$ cat config.mk
export PLATFORM = sky130hd
export DESIGN_NAME = window_sampler
export DESIGN_NICKNAME = d
export VERILOG_FILES = /design/src/rtl/window_sampler.sv
export SDC_FILE = /design/constraint.sdc
export NUM_CORES = 1
export LEC_CHECK = 0
export BUFFER_PORTS_ARGS = -buffer_cell sky130_fd_sc_hd__buf_2
export CORE_MARGIN = 4
export CORE_UTILIZATION = 43
export CTS_BUF_LIST = sky130_fd_sc_hd__clkbuf_4 sky130_fd_sc_hd__clkbuf_8 sky130_fd_sc_hd__clkbuf_16
export DETAILED_ROUTE_END_ITERATION = 8
export MAX_ROUTING_LAYER = met4
export PLACE_DENSITY = 0.71
export SYNTH_ARGS = -nofsm -noshare
export SYNTH_HDL_FRONTEND = slang
export SYNTH_SLANG_ARGS = --single-unit
$ cat constraint.sdc
create_clock -name clk -period 1.78 [get_ports clk]
set_input_delay 0.178 -clock clk [delete_from_list [all_inputs] [get_ports clk]]
set_output_delay 0.178 -clock clk [all_outputs]
set_load 0.02 [all_outputs]
$ cat src/rtl/window_sampler.sv
// Windowed, decimated input sampler with a free-running frame counter,
// per-sample valid strobe, frame-wrap pulse and per-frame sample tally.
module window_sampler #(
  parameter int DATA_W    = 4,
  parameter int CNT_W     = 4,
  parameter int PERIOD    = 16,
  parameter int BLANK_END = 4,
  parameter int WIN_END   = 8,
  parameter int DECIM     = 2,
  parameter int PHASE     = 1
) (
  input  logic              clk,
  input  logic              reset,
  input  logic              enable,
  input  logic              hold_mode,
  input  logic [DATA_W-1:0] x,
  output logic [DATA_W-1:0] y,
  output logic              y_valid,
  output logic [CNT_W-1:0]  count,
  output logic              frame_done,
  output logic [CNT_W-1:0]  frame_samples
);

  generate
    if (!(BLANK_END <= WIN_END && WIN_END < PERIOD &&
          DECIM >= 1 && PHASE < DECIM &&
          PERIOD <= 2**CNT_W)) begin : g_param_err
      $error("window_sampler: inconsistent parameters");
    end
  endgenerate

  localparam logic [CNT_W-1:0] LAST = CNT_W'(PERIOD - 1);

  logic [CNT_W-1:0]  count_q, count_d;
  logic [CNT_W-1:0]  tally_q, tally_d;
  logic [CNT_W-1:0]  fs_q, fs_d;
  logic [DATA_W-1:0] y_q, y_d;
  logic              vld_q, vld_d;
  logic              fd_q, fd_d;

  int   c;
  logic in_blank, in_win, on_phase;
  logic take, wrap;
  logic [CNT_W-1:0] take_w;

  assign c        = int'(count_q);
  assign in_blank = c < BLANK_END;
  assign in_win   = (c >= BLANK_END) && (c <= WIN_END);
  assign on_phase = (c % DECIM) == PHASE;
  assign take     = enable && in_win && on_phase;
  assign wrap     = count_q == LAST;
  assign take_w   = {{(CNT_W-1){1'b0}}, take};

  // Region decode on the pre-edge count selects the next y/valid/tally.
  always_comb begin
    count_d = wrap ? '0 : count_q + 1'b1;
    fd_d    = wrap;
    vld_d   = take;
    y_d     = y_q;
    if (take)
      y_d = x;
    else if (enable && in_blank && !hold_mode)
      y_d = '0;
    // A sample on the wrap edge belongs to the closing frame.
    fs_d    = wrap ? tally_q + take_w : fs_q;
    tally_d = wrap ? '0 : tally_q + take_w;
  end

  // State registers; reset aborts the current frame.
  always_ff @(posedge clk or posedge reset) begin
    if (reset) begin
      count_q <= '0;
      tally_q <= '0;
      fs_q    <= '0;
      y_q     <= '0;
      vld_q   <= 1'b0;
      fd_q    <= 1'b0;
    end else begin
      count_q <= count_d;
      tally_q <= tally_d;
      fs_q    <= fs_d;
      y_q     <= y_d;
      vld_q   <= vld_d;
      fd_q    <= fd_d;
    end
  end

  assign y             = y_q;
  assign y_valid       = vld_q;
  assign count         = count_q;
  assign frame_done    = fd_q;
  assign frame_samples = fs_q;

endmodule
# After elaboration in Yosys (flattened, before gate mapping)
# Index checks and enable logic that the tools add are counted.
[word_totals]
ff_bits = 18
latchBits = 0
ramBits = 0
romBits = 0
inputBits = 8
out_inout_bits = 14
word_cells = 23
memories = 0
[classes]
addsub = 2
mul = 0
n_div = 0
n_lt_le_gt_ge = 3
eq_ne = 1
shift = 0
muxes = 4
n_bitwise = 0
n_reduce_logical = 7
[ops]
columns = ["cell", "count"]
rows = [
  ["4-bit 2-to-1 mux", 4],
  ["1-bit logical AND", 5],
  ["4-bit by 1-bit adder with 4-bit output", 1],
  ["4-bit by 1-bit adder with 4-bit output (second input constant)", 1],
  ["4-bit equality test (second input constant)", 1],
  ["4-bit by 3-bit >= comparator with 1-bit output (second input constant)", 1],
  ["4-bit <= comparator (second input constant)", 1],
  ["4-bit by 3-bit < comparator with 1-bit output (second input constant)", 1],
  ["2-bit nonzero test", 1],
  ["1-bit logical NOT", 1],
]

# Depth between registers and ports, before layout
# Gate-level depths: netlist (run 1).
[depth]
ltp_word = 6
depth_mapped = 8
mapped_depth_nobuf = 8

# Least setup slack after synthesis (run 1)
# OpenSTA, ideal clock, no wires.
[synth_timing]
path_type = "register -> register"
startpoint = "register count_q[1], in the netlist count[1]"
endpoint = "register fs_q[2], in the netlist frame_samples[2]"
setup_time_ns = 0.133
t_arrival_ns = 1.587
t_required_ns = 1.647
path_slack_ns = 0.060
path_stages_with_launch = 9
path_buffers = 0
synth_period_minus_slack_ns = 1.720
cell_sequence = "dfrtp_1 > inv_1 > ha_1 > nand3b_1 > a21oi_2 > ha_1 > ha_1 > xnor2_1 > o21ai_0"
[synth_between]
elab_chain_len = 5
elab_cells_between_ends = 7
cone_classes = "add/sub: 1; order compare: 2; eq/ne: 1; reduce/logical: 3"
[synth_rtl]
columns = ["item", "line_no", "source"]
rows = [
  ["start: declaration", "34", "logic [CNT_W-1:0] count_q, count_d;"],
  ["start signal: assignment", "79", "count_q <= count_d;"],
  ["4-bit by 3-bit >= comparator with 1-bit output or 4-bit <= comparator (tied branches)", "48", "assign in_win = (c >= BLANK_END) && (c <= WIN_END);"],
  ["1-bit logical AND *", "48", ""],
  ["1-bit logical AND * (2 in a row)", "50", "assign take = enable && in_win && on_phase;"],
  ["via take", "43", "logic take, wrap;"],
  ["4-bit by 1-bit adder with 4-bit output *", "65", "fs_d = wrap ? tally_q + take_w : fs_q;"],
  ["end signal: assignment", "81", "fs_q <= fs_d;"],
  ["end: declaration", "36", "logic [CNT_W-1:0] fs_q, fs_d;"],
]
# The timed path passes the listed nets; every way through them passes the cells marked *.
# A chain may end at the register's enable or synchronous reset.

# Final worst setup path (run 1)
# Ends and elaborated chain as after synthesis.

==> results of run 1 <==
==> final cells by class <==
| type | count | area [um^2] | share of cell area |
|---|---|---|---|
| multi-input combinational | 39 | 266.5 | 0.2844 |
| clock buffer | 4 | 36.28 | 0.03872 |
| timing repair buffer | 26 | 145.1 | 0.1549 |
| sequential | 18 | 450.4 | 0.4806 |
| inverter | 5 | 18.77 | 0.02003 |
| tap | 16 | 20.02 | 0.02136 |
==> sequential cells by signal, indices dropped and copies added, names as in the netlist <==
signal / cells
count: 4
frame_done: 1
frame_samples: 4
tally_q: 4
y: 4
y_valid: 1
==> power by group through the flow <==
stage / clock network [uW] / logic, uW / registers [uW]
after detailed placement: 0 / 55.9 / 433
after global routing: 279 / 61.5 / 426
after CTS: 261 / 57.4 / 425
after floorplan: 0 / 17.9 / 446
after global placement: 0 / 54.2 / 432
final: 255 / 55.8 / 425
==> kinds of logic after synthesis <==
logic type | after synthesis | synth area share
AOI/OAI and AO/OA | 12 | 0.1267
DFF | 18 | 0.6081
xor gates and xnor gates | 3 | 0.03548
adders and majority gates | 4 | 0.06757
and+or+nand+nor | 20 | 0.1267
buffers and inverters | 6 | 0.03548
==> per-layer routing <==
metal | GRT usage | up-vias | share of wire
li1 | - | 269 | -
met3 | 0.02410 | 4 | 0.044
met2 | 0.2121 | 17 | 0.50
met1 | 0.1742 | 262 | 0.44
met5 | - | - | 0
met4 | 0.08295 | 0 | 0.019
==> placed cells by master (no fill, tap or decap), types with 2 or more instances in the layout <==
master / instances
nor2_1: 3
a22o_1: 4
and2_1: 2
clkbuf_4: 3
dfrtp_1: 18
ha_1: 3
buf_4: 4
buf_2: 21
inv_1: 5
o21ai_0: 2
nand3_1: 2
nand2_1: 9
xor2_1: 2
==> cells in the mapped netlist (all sizes together) (2+ instances only) <==
master   n
xor2     2
a21oi    2
ha       4
nand3    2
dfrtp   18
nand2    9
a22o     4
o21ai    3
inv      5
and2     2
nor2     3
==> metrics by stage <==
stage	setup WS, ps	area, um^2	util
3_5_place_dp	108.6	873.3	0.5602
4_1_cts	82.24	919.6	0.5899
3_3_place_gp	230.9	873.3	0.5602
6_report	151.3	937.1	0.6011
2_1_floorplan	59.53	740.7	-
5_1_grt	2.862	937.1	0.6011
==> worst paths after layout <==
check	from	endpoint	slack, ps
worst max-delay path	count[1]$_DFF_PP0_	frame_samples[2]$_DFFE_PP0P_	150
worst min-delay path	x[1]	y[1]$_DFFE_PP0P_	90
worst max register to register	count[1]$_DFF_PP0_	frame_samples[2]$_DFFE_PP0P_	150
worst min register to register	frame_samples[0]$_DFFE_PP0P_	frame_samples[0]$_DFFE_PP0P_	490
max in group asynchronous	reset	tally_q[2]$_DFF_PP0_	860
min in group asynchronous	reset	count[0]$_DFF_PP0_	500
==> worst max-delay path, stage by stage, from the launching register on <==
cell	delay, ps
dfrtp_1	410
inv_1	80
ha_1	170
nand3b_1	100
a21oi_2	160
ha_2	200
ha_1	150
xnor2_1	150
o21ai_1	90
==> what timing repair did <==
action	in CTS	in global routing
endpoints found under the setup margin	0	5
resized for setup	0	2
hold buffers	1	0
hold endpoints to repair	18	0
setup buffers	0	2
==> impl_metrics.csv, run 1 <==
group,metric,value,unit
outcome,outcome,"finished clean",
power_and_ir_drop,powerDensity,785.5,nW/um^2
power_and_ir_drop,p_switching,170.3,uW
grt,grt_max_degree,19,
power_and_ir_drop,power,736.2,uW
job,maxCapViolations,0,
clock_tree,cts_root_buf,"clkbuf_4",
yosys,synth_area_leaders,"dfrtp_1 (61%), ha_1 (6.8%), a22o_1 (4.7%)",
worst_setup_path,critPathLaunchType,"flip-flop",
yosys,synthFlopType,"dfrtp_1",
sta,relSlewSlack,0.5722,
layout,fin_cells,108,
power_and_ir_drop,p_int,565.9,uW
die,initial_utilization,0.4751,
sta,finalCriticalPeriod,1629,ps
worst_setup_path,worstPathMaxFanout,3,
clock_tree,clkLatencyLatePin,300,ps
drt,drt_iter0_markers,7,
grt,grt-ovfl-total,0,
worst_setup_path,criticalPathCategory,"flip-flop to flip-flop",
power_and_ir_drop,cellLeakagePower,0.0005256,uW
yosys,synth_top_area_cell,"dfrtp_1",
yosys,synth_cell_types,21,
drt,totalWireLength,1448,um
yosys,avgSynthCellArea,11.76,um^2
die,die_w,49.51,um
layout,drive_above_1_share,0.3478,
grt,grt_first_pass_wirelength,2504,um
layout,finalNetCount,105,
yosys,synth_top_area_frac,0.6081,
yosys,syn_area,740.7,um^2
die,dieArea,2451,um^2
layout,nFillCells,138,
yosys,synthCells,63,
die,rows,14,
sta,finalMaxSlewViolations,0,
yosys,async_reset_ff_frac,1.000,
layout,antennaDiodeCount,0,
drt,viasPerCell,5.111,
sta,fin_hold_ws,85.28,ps
placement,place_hpwl,1104,um
drt,drcViolationCount,0,
worst_setup_path,arrival,1800,ps
sta,rsz0062_at_grt,"false",
sta,min_period_over_period,0.9150,
drt,detail-route-antenna-nets,0,
die,die-height,49.51,um
die,core_area,1559,um^2
clock_tree,cts_buffer_depth,2,
power_and_ir_drop,power.share.combinational,0.076,
yosys,ys_seq_area_frac,0.6081,
drt,first_pass_iters,4,
sta,fin_skew,11.82,ps
worst_setup_path,reg2reg_depth,8,
sta,finalHoldViolCount,0,
min_path,hold_depth,2,
min_path,hold_class,"primary input to flip-flop",
grt,grt_antenna_before_repair,0,
die,io_pins,22,
drt,wl_per_cell,13.41,um
worst_setup_path,cp.required,1950,ps
placement,io_buffer_count,21,
clock_tree,clock-sinks,18,
drt,vias,552,
sta,fmax,614.0,MHz
sta,finalSetupViolCount,0,
yosys,synth_warnings,0,
grt,grt_pass1_vias,530,
placement,place.gp.congestion,0.8512,
sta,tns,0,ps
yosys,ys_seq_elements,18,
power_and_ir_drop,swShare,0.2313,
worst_setup_path,cp-end-kind,"flip-flop",
power_and_ir_drop,clockPowerShare,0.347,
clock_tree,numCtsBuffers,3,
grt,grt_use_total,0.1393,
clock_tree,cts_tree,"built",
yosys,synth-edff-count,0,
clock_tree,clk_pin_slew,110,ps
clock_tree,cts_max_level,1,
sta,worst_pin_slew,641.0,ps
layout,area_growth,26.52,%
power_and_ir_drop,seqPwrFrac,0.577,
placement,placed_cells,101,
yosys,synth_nets,75,
power_and_ir_drop,peakVddDrop,439.5,uV
Note: power is estimated with default switching activity, not from simulation.
==> run 2: changes to the inputs <==
--- a/config.mk
+++ b/config.mk
@@ -6,12 +6,13 @@
 export NUM_CORES = 1
 export LEC_CHECK = 0
 export BUFFER_PORTS_ARGS = -buffer_cell sky130_fd_sc_hd__buf_2
-export CORE_MARGIN = 4
+export CORE_MARGIN = 2
 export CORE_UTILIZATION = 43
 export CTS_BUF_LIST = sky130_fd_sc_hd__clkbuf_4 sky130_fd_sc_hd__clkbuf_8 sky130_fd_sc_hd__clkbuf_16
 export DETAILED_ROUTE_END_ITERATION = 8
 export MAX_ROUTING_LAYER = met4
 export PLACE_DENSITY = 0.71
+export RECOVER_POWER = 25
 export SYNTH_ARGS = -nofsm -noshare
 export SYNTH_HDL_FRONTEND = slang
 export SYNTH_SLANG_ARGS = --single-unit
==> impl_metrics.csv, run 2 (synthesis results as in run 1) <==
group,metric,value,unit
outcome,outcome,"finished clean",
worst_setup_path,worstPathMaxFanout,3,
drt,wl_per_cell,12.18,um
worst_setup_path,cp-end-kind,"flip-flop",
sta,tns,0,ps
sta,fin_skew,6.597,ps
drt,viasPerCell,4.991,
power_and_ir_drop,p_switching,159.4,uW
layout,layout_common_cells,"dfrtp_1 (18), buf_2 (12), nand2_1 (9), clkbuf_1 (9), inv_1 (5)",
drt,vias,539,
power_and_ir_drop,power,721.9,uW
placement,place.gp.congestion,0.7504,
drt,first_pass_iters,4,
die,die-height,45.51,um
power_and_ir_drop,power.share.combinational,0.072,
placement,place_hpwl,954.3,um
grt,grt_use_total,0.1614,
clock_tree,cts_max_level,1,
job,maxCapViolations,0,
grt,grt_antenna_before_repair,0,
layout,finalNetCount,105,
die,io_pins,22,
die,core_area,1559,um^2
power_and_ir_drop,clockPowerShare,0.339,
worst_setup_path,critPathLaunchType,"flip-flop",
layout,area_growth,25.34,%
drt,drcViolationCount,0,
clock_tree,clock-sinks,18,
worst_setup_path,cp.required,1950,ps
clock_tree,cts_tree,"built",
grt,grt-ovfl-total,0,
clock_tree,numCtsBuffers,3,
sta,finalMaxSlewViolations,0,
placement,io_buffer_count,21,
power_and_ir_drop,seqPwrFrac,0.588,
sta,relSlewSlack,0.5621,
worst_setup_path,criticalPathCategory,"flip-flop to flip-flop",
drt,totalWireLength,1315,um
drt,detail-route-antenna-nets,0,
sta,worst_pin_slew,656.1,ps
layout,multi_input_area,269.0,um^2
clock_tree,cts_root_buf,"clkbuf_4",
sta,finalHoldViolCount,0,
layout,antennaDiodeCount,0,
sta,finalSetupViolCount,0,
clock_tree,clk_pin_slew,100,ps
sta,fin_hold_ws,105.3,ps
power_and_ir_drop,p_int,562.6,uW
die,rows,14,
die,dieArea,2071,um^2
layout,mostFrequentLayoutCell,"dfrtp_1",
sta,finalCriticalPeriod,1655,ps
clock_tree,cts_buffer_depth,2,
power_and_ir_drop,peakVddDrop,519.7,uV
power_and_ir_drop,swShare,0.2208,
die,initial_utilization,0.4751,
sta,min_period_over_period,0.9299,
clock_tree,clkLatencyLatePin,290,ps
layout,post-route-util,0.5955,
power_and_ir_drop,cellLeakagePower,0.0004893,uW
grt,grt_first_pass_wirelength,2304,um
worst_setup_path,arrival,1820,ps
layout,final_area,928.4,um^2
power_and_ir_drop,powerDensity,777.6,nW/um^2
grt,grt_max_degree,19,
die,die_w,45.51,um
sta,fmax,604.2,MHz
layout,nFillCells,140,
min_path,hold_class,"primary input to flip-flop",
drt,drt_iter0_markers,17,
layout,register_area,450.4,um^2
placement,place_area,873.3,um^2
grt,grt_pass1_vias,541,
layout,drive_above_1_share,0.2609,
[run 2: final cells by class]
class	count	area share
Sequential cell	18	0.4852
Multi-Input combinational cell	39	0.2898
Timing Repair Buffer	26	0.1442
Clock buffer	4	0.03908
Tap cell	16	0.02156
Inverter	5	0.02022
[run 2: final timing paths]
path                                         startpoint                           end  slack, ps  depth (start not counted)
min                                                x[1]              y[1]$_DFFE_PP0P_        110                          2
max reg2reg                          count[1]$_DFF_PP0_  frame_samples[2]$_DFFE_PP0P_        120                          8
min reg2reg                frame_samples[1]$_DFFE_PP0P_  frame_samples[1]$_DFFE_PP0P_        480                          2
max                                  count[1]$_DFF_PP0_  frame_samples[2]$_DFFE_PP0P_        120                          8
min in group asynchronous                         reset          tally_q[3]$_DFF_PP0_        510                          3
max in group asynchronous                         reset              y[2]$_DFFE_PP0P_        840                          3
[run 2: per-layer routing]
metal	global-route usage	vias to the layer above	part of all wire
li1	-	268	-
met1	0.2005	251	0.47
met2	0.2507	18	0.48
met3	0.04762	2	0.050
met4	0.05294	0	0.0030
met5	-	-	0
[run 2: repair_timing]
action / 4_1_cts / 5_1_grt
gates resized for setup: 0 / 2
hold endpoints to repair: 18 / 0
buffers inserted: 0 / 2
setup endpoints to repair: 0 / 2
hold buffers: 1 / 0
[run 2: stage by stage]
step	setup slack [ps]	std cells
2_1_floorplan	59.53	63
3_3_place_gp	227.1	101
3_5_place_dp	130.5	101
4_1_cts	117.4	106
5_1_grt	-24.46	108
6_report	124.9	108
[run 2: power by group through the flow]
stage	Clock [uW]	Combinational [uW]	Sequential, uW
global route	265	57.7	427
finish	245	52.0	425
global placement	0	53.8	432
floorplan	0	17.9	446
CTS	251	56.5	425
detailed placement	0	54.9	432
[run 2: critical path, cell delays in order, from the launching register on]
cell,delay (ps)
dfrtp_1,410
inv_1,90
ha_1,170
nand3b_1,100
a21oi_2,170
ha_2,200
ha_2,170
xnor2_1,130
o21ai_0,90
==> run 3: changes to the inputs <==
--- a/config.mk
+++ b/config.mk
@@ -9,7 +9,9 @@
 export CORE_MARGIN = 2
 export CORE_UTILIZATION = 43
 export CTS_BUF_LIST = sky130_fd_sc_hd__clkbuf_4 sky130_fd_sc_hd__clkbuf_8 sky130_fd_sc_hd__clkbuf_16
+export CTS_CLUSTER_DIAMETER = 40
 export DETAILED_ROUTE_END_ITERATION = 8
+export HOLD_SLACK_MARGIN = 0.15
 export MAX_ROUTING_LAYER = met4
 export PLACE_DENSITY = 0.71
 export RECOVER_POWER = 25
==> impl_metrics.csv, run 3 (synthesis results as in run 1) <==
group,metric,value,unit
worst_setup_path,criticalPathCategory,"flip-flop to flip-flop",
grt,busiest_layer,"met2",
grt,use_met3,0.04762,
layout,mostFrequentLayoutCell,"dfrtp_1",
die,core_area,1559,um^2
die,die_w,45.51,um
clock_tree,cts_buffer_depth,2,
layout,finalNetCount,109,
clock_tree,cts_root_buf,"clkbuf_4",
outcome,outcome,"finished clean",
placement,place_hpwl,954.3,um
worst_setup_path,worstPathMaxFanout,3,
grt,grt_first_pass_wirelength,2408,um
sta,fmax,605.7,MHz
drt,wl_per_cell,12.13,um
min_path,holdCritStartpoint,"enable",
worst_setup_path,reg2reg_depth,8,
worst_setup_path,cp.depth,8,
worst_setup_path,arrival,1820,ps
drt,detail-route-antenna-nets,0,
sta,worst_pin_slew,657.9,ps
drt,vias,547,
worst_setup_path,slowest_stage,"dfrtp_1",
sta,finalSetupViolCount,0,
placement,io_buffer_count,21,
sta,fin_hold_ws,275.9,ps
worst_setup_path,path_common_cell,"ha_2",
layout,antennaDiodeCount,0,
worst_setup_path,r2r_start,"count[1]$_DFF_PP0_",
grt,grt_use_met2,0.2732,
worst_setup_path,cp.required,1950,ps
min_path,hold_depth,3,
worst_setup_path,path_cells,"inv_1 > ha_1 > nand3b_1 > a21oi_2 > ha_2 > ha_2 > xnor2_1 > o21ai_0",
die,dieArea,2071,um^2
layout,area_growth,30.74,%
layout,drive_above_1_share,0.2500,
clock_tree,numCtsBuffers,3,
sta,finalCriticalPeriod,1651,ps
placement,placed_cells,101,
clock_tree,clock-sinks,18,
sta,fin_skew,8.174,ps
sta,finalHoldViolCount,0,
clock_tree,clkLatencyLatePin,290,ps
drt,drt_iter0_markers,17,
grt,grt_pass1_vias,565,
sta,min_period_over_period,0.9276,
drt,totalWireLength,1359,um
placement,post-place-ws,130.5,ps
clock_tree,clk_pin_slew,100,ps
power_and_ir_drop,cellLeakagePower,0.0005060,uW
die,die-height,45.51,um
worst_setup_path,critPathBufInv,1,
worst_setup_path,cp-end-kind,"flip-flop",
grt,grt-ovfl-total,0,
min_path,hold_class,"primary input to flip-flop",
grt,grt_antenna_before_repair,0,
layout,layout_common_cells,"dfrtp_1 (18), buf_2 (12), nand2_1 (9), clkbuf_1 (9)",
power_and_ir_drop,peakVddDrop,519.9,uV
worst_setup_path,critPathLaunchType,"flip-flop",
die,initial_utilization,0.4751,
worst_setup_path,slowest_delay,410,ps
layout,post-route-util,0.6212,
worst_setup_path,cpLargestDelayFamily,"adder cells",
sta,relSlewSlack,0.5609,
die,rows,14,
placement,place.gp.congestion,0.7504,
job,maxCapViolations,0,
layout,fin_cells,112,
worst_setup_path,crit_path_start,"count[1]$_DFF_PP0_",
drt,first_pass_iters,4,
sta,finalMaxSlewViolations,0,
sta,setup_slack,129.0,ps
grt,grt_use_total,0.1689,
die,io_pins,22,
drt,drcViolationCount,0,
drt,viasPerCell,4.884,
clock_tree,cts_max_level,1,
clock_tree,cts_tree,"built",
grt,use_met1,0.2025,
grt,grt_max_degree,19,
power_and_ir_drop,powerDensity,751.5,nW/um^2
sta,tns,0,ps
[run 3: changes by cell type in the layout (fill, tap and decap cells not counted)]
cell | previous run | this run
dlygate4sd3_1 | 1 | 5
[run 3: worst paths after layout]
path | endpoint | slack, ps
max in group asynchronous | y[3]$_DFFE_PP0P_ | 840
hold / removal | y[0]$_DFFE_PP0P_ | 280
setup reg to reg | frame_samples[2]$_DFFE_PP0P_ | 130
hold reg to reg | frame_samples[1]$_DFFE_PP0P_ | 480
min in group asynchronous | tally_q[3]$_DFF_PP0_ | 510
setup / recovery | frame_samples[2]$_DFFE_PP0P_ | 130
[run 3: area by class of cell]
class / instances / area, um^2
clock buffers: 4 / 36.28
well taps: 16 / 20.02
repair buffers: 30 / 173.9
inverters: 5 / 18.77
fillers: 133 / 590.6
flip-flops and latches: 18 / 450.4
multi-input cells: 39 / 269.0
[run 3: what timing repair did]
action / in CTS / in global routing
setup buffers: 0 / 2
endpoints found under the hold margin: 22 / 0
hold buffers: 5 / 0
endpoints found under the setup margin: 0 / 2
resized for setup: 0 / 2
[run 3: per-stage QoR]
stage,area [um^2],power (uW)
CTS,959.7,738.4
global route,968.4,757.3
detailed placement,873.3,487.1
finish,968.4,727.8
global placement,873.3,486.0
floorplan,740.7,464.3
[run 3: worst register-to-register path, delay by kind of cell, from the launching register on]
family          cells  cell delay, ps
buf+inv             1              90
fa+ha+maj           3             540
flops               1             410
xor+xnor            1             130
simple gates        1             100
compound gates      2             260
[run 3: power by group]
| group | switching (uW) | internal (uW) | total [uW] |
|---|---|---|---|
| clock network | 120 | 124 | 244 |
| logic | 34.3 | 24.6 | 58.9 |
| registers | 5.62 | 419 | 425 |
| total | 160 | 568 | 728 |
[run 3: routing by layer]
metal / routed length [um] / vias to the layer above / share of wire
met5: 0 / - / 0
li1: - / 276 / -
met1: 643 / 254 / 0.47
met2: 662 / 15 / 0.49
met4: 4 / 0 / 0.0029
met3: 49 / 2 / 0.036
